==> config.mk <==
export PLATFORM = sky130hd
export DESIGN_NAME = fb_arbiter
export DESIGN_NICKNAME = d
export VERILOG_FILES = /design/src/rtl/fb_pkg.sv /design/src/rtl/fb_addr_gen.sv /design/src/rtl/fb_arbiter.sv
export SDC_FILE = /design/constraint.sdc
export NUM_CORES = 1
export LEC_CHECK = 0
export CAP_MARGIN = 15
export CORE_MARGIN = 3
export CORE_UTILIZATION = 34
export CTS_CLUSTER_DIAMETER = 40
export DETAILED_ROUTE_END_ITERATION = 10
export PLACE_DENSITY_LB_ADDON = 0.05
export SYNTH_ARGS = -nofsm -noshare
export SYNTH_HDL_FRONTEND = slang
export SYNTH_HIERARCHICAL = 1
export SYNTH_SLANG_ARGS = --single-unit
==> constraint.sdc <==
create_clock -name clk_50mhz -period 4.7 [get_ports clk_50mhz]
set_clock_uncertainty 0.15 [all_clocks]
set_input_delay 0.94 -clock clk_50mhz [delete_from_list [all_inputs] [get_ports clk_50mhz]]
set_output_delay 0.94 -clock clk_50mhz [all_outputs]
set_load 0.01 [all_outputs]
==> src/rtl/fb_pkg.sv <==
// Shared constants and FSM encoding for the frame-buffer arbiter.
// Optional build macro FB_ARB_STATS_EN is consumed by fb_arbiter.
package fb_pkg;

   localparam int unsigned IMG_W_DEF = 320;
   localparam int unsigned IMG_H_DEF = 240;
   localparam int unsigned FB_DEPTH  = 76800;
   localparam int unsigned FB_AW     = 17;
   localparam int unsigned FB_DW     = 16;

   typedef enum logic [1:0] {
      StIdle  = 2'd0,
      StRead  = 2'd1,
      StWrite = 2'd2
   } fb_state_e;

endpackage

==> src/rtl/fb_addr_gen.sv <==
// Read address for a 2x upscaled frame: (v_cnt>>1)*IMG_W + (h_cnt>>1).
module fb_addr_gen
   import fb_pkg::*;
#(
   parameter int unsigned IMG_W = IMG_W_DEF
) (
   input  logic [9:0]       h_cnt,
   input  logic [9:0]       v_cnt,
   output logic [FB_AW-1:0] rd_addr
);

   localparam logic [FB_AW-1:0] RowLen = FB_AW'(IMG_W);

   always_comb begin
      rd_addr = FB_AW'(v_cnt >> 1) * RowLen + FB_AW'(h_cnt >> 1);
   end

endmodule

==> src/rtl/fb_arbiter.sv <==
// Single-port frame RAM arbiter: VGA reads on every even visible pixel, writer gets the rest.
// Define FB_ARB_STATS_EN to build the saturating writer stall counter.
module fb_arbiter
   import fb_pkg::*;
#(
   parameter int unsigned IMG_W = IMG_W_DEF,
   parameter int unsigned IMG_H = IMG_H_DEF
) (
   input  logic             clk_50mhz,
   input  logic             rst,
   input  logic [9:0]       h_cnt,
   input  logic [9:0]       v_cnt,
   input  logic             visible,
   input  logic             wr_req,
   input  logic [FB_AW-1:0] wr_addr,
   input  logic [FB_DW-1:0] wr_data,
   output logic             wr_ack,
   output logic             wr_err,
   output logic [FB_AW-1:0] ram_addr,
   output logic             ram_we,
   output logic [FB_DW-1:0] ram_wdata,
   input  logic [FB_DW-1:0] ram_rdata,
   output logic [FB_DW-1:0] pixel_data,
   output logic [15:0]      stall_cnt
);

   localparam logic [FB_AW-1:0] Depth = FB_AW'(IMG_W * IMG_H);

   logic [FB_AW-1:0] rd_addr;
   logic             rd_slot;
   logic             addr_oob;
   logic             ack_q;
   logic [FB_DW-1:0] pixel_q;
   fb_state_e        state_d, state_q;

   fb_addr_gen #(
      .IMG_W(IMG_W)
   ) u_addr_gen (
      .h_cnt  (h_cnt),
      .v_cnt  (v_cnt),
      .rd_addr(rd_addr)
   );

   assign rd_slot  = visible & ~h_cnt[0];
   assign addr_oob = (wr_addr >= Depth);

   always_ff @(posedge clk_50mhz or negedge rst) begin
      if (!rst) begin
         state_q <= StIdle;
         ack_q   <= 1'b0;
      end else begin
         state_q <= state_d;
         ack_q   <= wr_ack;
      end
   end

   // Slots are only known from the live counters, so the state is decided in the cycle it
   // applies; state_q records the previous cycle's state for the read-data capture.
   always_comb begin
      state_d = StIdle;
      if (!rst) begin
         state_d = StIdle;
      end else if (rd_slot) begin
         state_d = StRead;
      end else if (wr_req && !ack_q) begin
         state_d = StWrite;
      end
   end

   always_comb begin
      wr_ack    = 1'b0;
      wr_err    = 1'b0;
      ram_we    = 1'b0;
      ram_addr  = '0;
      ram_wdata = '0;
      unique case (state_d)
         StRead: begin
            ram_addr = rd_addr;
         end
         StWrite: begin
            wr_ack    = 1'b1;
            wr_err    = addr_oob;
            ram_we    = ~addr_oob;
            ram_addr  = wr_addr;
            ram_wdata = wr_data;
         end
         default: begin
         end
      endcase
   end

   // RAM data is valid the cycle after the READ address.
   always_ff @(posedge clk_50mhz or negedge rst) begin
      if (!rst) begin
         pixel_q <= '0;
      end else if (state_q == StRead) begin
         pixel_q <= ram_rdata;
      end
   end

   assign pixel_data = pixel_q;

`ifdef FB_ARB_STATS_EN
   logic [15:0] stall_q;

   always_ff @(posedge clk_50mhz or negedge rst) begin
      if (!rst) begin
         stall_q <= '0;
      end else if (rd_slot && wr_req && (stall_q != 16'hFFFF)) begin
         stall_q <= stall_q + 16'd1;
      end
   end

   assign stall_cnt = stall_q;
`else
   assign stall_cnt = '0;
`endif

endmodule

==> summary.md, run 1 <==
| Metric | Value |
|---|---|
| Initial antenna violation count | `0` |
| R2R Path End | `pixel_data[12]` |
| Synth Area per Inst | `10.3 µm²` |
| Std cell rows | `26` |
| Max Freq | `0.220 GHz` |
| CTS tree | `yes` |
| Die height | `79.4 µm` |
| R2R Setup Slk | `3.12 ns` |
| Final min period | `4.54 ns` |
| Crit. End Element | `output port` |
| Global-route wire length before repair | `8060 µm` |
| Slowest-stage cell, CP | `clkdlybuf4s50_1` |
| Initial Util | `35.4%` |
| EDFF count, synth | `0` |
| IO Count | `141` |
| Routed wire length | `5120 µm` |
| Top-count cell post-synth | `buf_4` |
| Gpl congestion | `0.779` |
| Slew Limit Fails | `0` |
| Largest cells by area after synthesis | `dfrtp_1 (26%), ha_1 (12%), mux2_2 (9.8%), buf_4 (9.4%), and2_1 (5.8%)` |
| Reg clk slew, reported paths | `0.06 ns` |
| Worst-case reg-to-reg path depth | `2` |
| Multi-input logic area | `1250 µm²` |
| Dpl hpwl | `4310 µm` |
| Most frequent cells after synthesis | `buf_4 (23), dfrtp_1 (19), and2_1 (17), ha_1 (17), mux2_2 (16)` |
| # DRC | `0` |
| CORE AREA | `5170 µm²` |
| Drt first pass iters | `4` |
| Vias in the first global route | `1722` |
| Largest net degree at the start of global routing | `19` |
| Gr usage total | `15.8%` |
| Crit Reg-Reg Startpoint | `state_q[1]` |
| Synth top area share | `26.0%` |
| Antenna viol nets, final | `0` |
| Area growth from synthesis to layout | `83.5%` |
| Detailed-route wire length per cell | `13.0 µm` |
| Worst vdd ir | `154 µV` |
| Hold Path Cell Cnt | `1` |
| Root buf cell | `clkbuf_8` |
| Synth Instances | `178` |
| Count of final hold-check violations | `0` |
| Port bufs | `123` |
| Post-route insts no fill | `393` |
| Yosys reg bits | `19` |
| Ys Warns | `6` |
| DRT iter0 DRCs | `67` |
| Worst slew pin tran | `0.754 ns` |
| Postcts setup bufs | `0` |
| CP required | `3.61 ns` |
| Synth area leader | `dfrtp_1` |
| Clk_lat worst skew | `0.25 ns` |
| RSZ-0062 raised after global routing | `false` |
| Slowest Stage Delay on Critical Path | `0.46 ns` |
| Worst Setup EP | `ram_addr[16]` |
| Layout cells sized above 1 | `24.8%` |
| Placed cells | `389` |
| Power Density | `213 nW/µm²` |
| Crit. Startpoint | `h_cnt[7]` |
| Cts bufs inserted | `3` |
| Vias per cell | `4.57` |
| CTS Hold Bufs | `0` |
| Die Wd | `79.4 µm` |
| Crit path kind | `primary input to output port` |
| Vias after detailed routing | `1796` |
| Post-Syn Area | `1830 µm²` |
| Leak | `1.51 nW` |
| Relative slew slack | `49.7%` |
| Nets@finish | `416` |
| Sink Count | `19` |
| Arrival time at the worst endpoint | `3.45 ns` |
| Period utilization | `96.6%` |
| Most used DFF post-synth | `dfrtp_1` |
| Critical Path Start Type | `primary input` |
| Gr ovfl total | `0` |
| Fillers | `436` |
| DIE AREA | `6300 µm²` |
| Post-synth cell types | `37` |
| # setup viols final | `0` |
| Seq. cell area | `475 µm²` |
| H-tree depth | `1` |
| Hold WC Path Type | `flop to flop` |
| ANT cells | `0` |
| Synth async-reset ratio | `100%` |
| Max Cap Violations | `0` |
| Status | `finished clean` |
| Max FO, Critical Path | `2` |
| Seq/Total Area, Yosys | `26.0%` |
| Core Util, Final | `64.9%` |
| Longest Clk Path Bufs | `2` |
| Crit path cell chain | `clkdlybuf4s50_1 -> ha_1 -> inv_1 -> fa_1 -> nor2b_1 -> o21ai_0 -> nor3b_2 -> nand3_1 -> or3b_1 -> xnor2_1 -> a22o_1 -> buf_2` |
==> cells in the final DEF (no fill, tap or decap), drive strengths merged, types with 7 or more instances in the layout <==
master	n
a22o	17
and2	17
buf	33
clkdlybuf4s50	111
conb	16
dfrtp	19
ha	17
mux2	16
xnor2	7
xor2	7
==> state kept, by name (all words and copies together) (netlist names) <==
| name | cells |
|---|---|
| state_q | 2 |
| ack_q | 1 |
| pixel_data | 16 |
==> layer usage <==
layer  up-vias  global-route usage (%)  part of all wire [%]
met5         -                       0                     0
met4         0                    4.64                   1.4
met3         8                    4.06                   7.3
met2        88                    28.6                    51
met1       824                    18.2                    40
li1        876                       -                     -
==> area by class of cell <==
type	count	share of cell area, %
clock buffer	4	1.34
inverter	5	0.559
timing repair buffer	155	44.0
tap	70	2.61
sequential	19	14.2
multi-input combinational	140	37.4
==> report_power, final <==
part	internal (mW)	switching [mW]
Clock	0.0602	0.0502
Sequential	0.194	0.0135
Combinational	0.249	0.148
==> worst min-delay path by stage <==
stage	to	start	slack (ns)
2_1_floorplan	ack_q	ack_q	0.38
3_3_place_gp	pixel_data[7]	pixel_data[7]	0.34
3_5_place_dp	pixel_data[5]	pixel_data[5]	0.34
4_1_cts	pixel_data[11]	pixel_data[11]	0.36
5_1_grt	pixel_data[11]	pixel_data[11]	0.37
6_report	pixel_data[11]	pixel_data[11]	0.35
==> kinds of logic after synthesis <==
| logic type | after synthesis | synth area share (%) |
|---|---|---|
| other | 1 | 0.205 |
| adders and majority gates | 19 | 13.8 |
| muxes | 16 | 9.84 |
| DFF | 19 | 26.0 |
| xor gates and xnor gates | 14 | 7.11 |
| and+or+nand+nor | 40 | 13.7 |
| AOI/OAI and AO/OA | 35 | 15.6 |
| buffers and inverters | 34 | 13.8 |
==> critical path: cells and delay by family <==
family	cells	cell delay, ns
fa+ha+maj	2	0.57
simple gates	4	0.84
xor+xnor	1	0.13
buf+inv	3	0.66
compound gates	2	0.31
==> repair_timing <==
action / in CTS / in global routing
resized for setup: 13 / 16
endpoints found under the setup margin: 6 / 4
endpoints found under the hold margin: 0 / 0
pin swaps: 7 / 11
==> per-stage QoR <==
stage | TNS [ns] | area [µm²] | setup slack [ns] | power, mW | hold WS (ns)
5_1_grt | 0 | 3360 | 0.00496 | 0.769 | 0.367
3_5_place_dp | -2.11 | 3210 | -0.688 | 0.599 | 0.341
3_3_place_gp | -1.89 | 3210 | -0.649 | 0.592 | 0.338
2_1_floorplan | 0 | 1890 | 0.337 | 0.391 | 0.380
6_report | 0 | 3360 | 0.160 | 0.715 | 0.354
4_1_cts | -0.228 | 3290 | -0.228 | 0.713 | 0.357
(Power assumes the default switching activity.)
==> run 2, diff against run 1 <==
--- a/config.mk
+++ b/config.mk
@@ -5,7 +5,6 @@
 export SDC_FILE = /design/constraint.sdc
 export NUM_CORES = 1
 export LEC_CHECK = 0
-export CAP_MARGIN = 15
 export CORE_MARGIN = 3
 export CORE_UTILIZATION = 34
 export CTS_CLUSTER_DIAMETER = 40
==> results of run 2 <==
Final layout, timing and power as in run 1 (identical DEF).
==> run 3, diff against run 2 <==
--- a/config.mk
+++ b/config.mk
@@ -5,6 +5,7 @@
 export SDC_FILE = /design/constraint.sdc
 export NUM_CORES = 1
 export LEC_CHECK = 0
+export ABC_CLOCK_PERIOD_IN_PS = 4700
 export CORE_MARGIN = 3
 export CORE_UTILIZATION = 34
 export CTS_CLUSTER_DIAMETER = 40
==> results of run 3 <==
Final layout, timing and power as in run 1 (identical DEF).
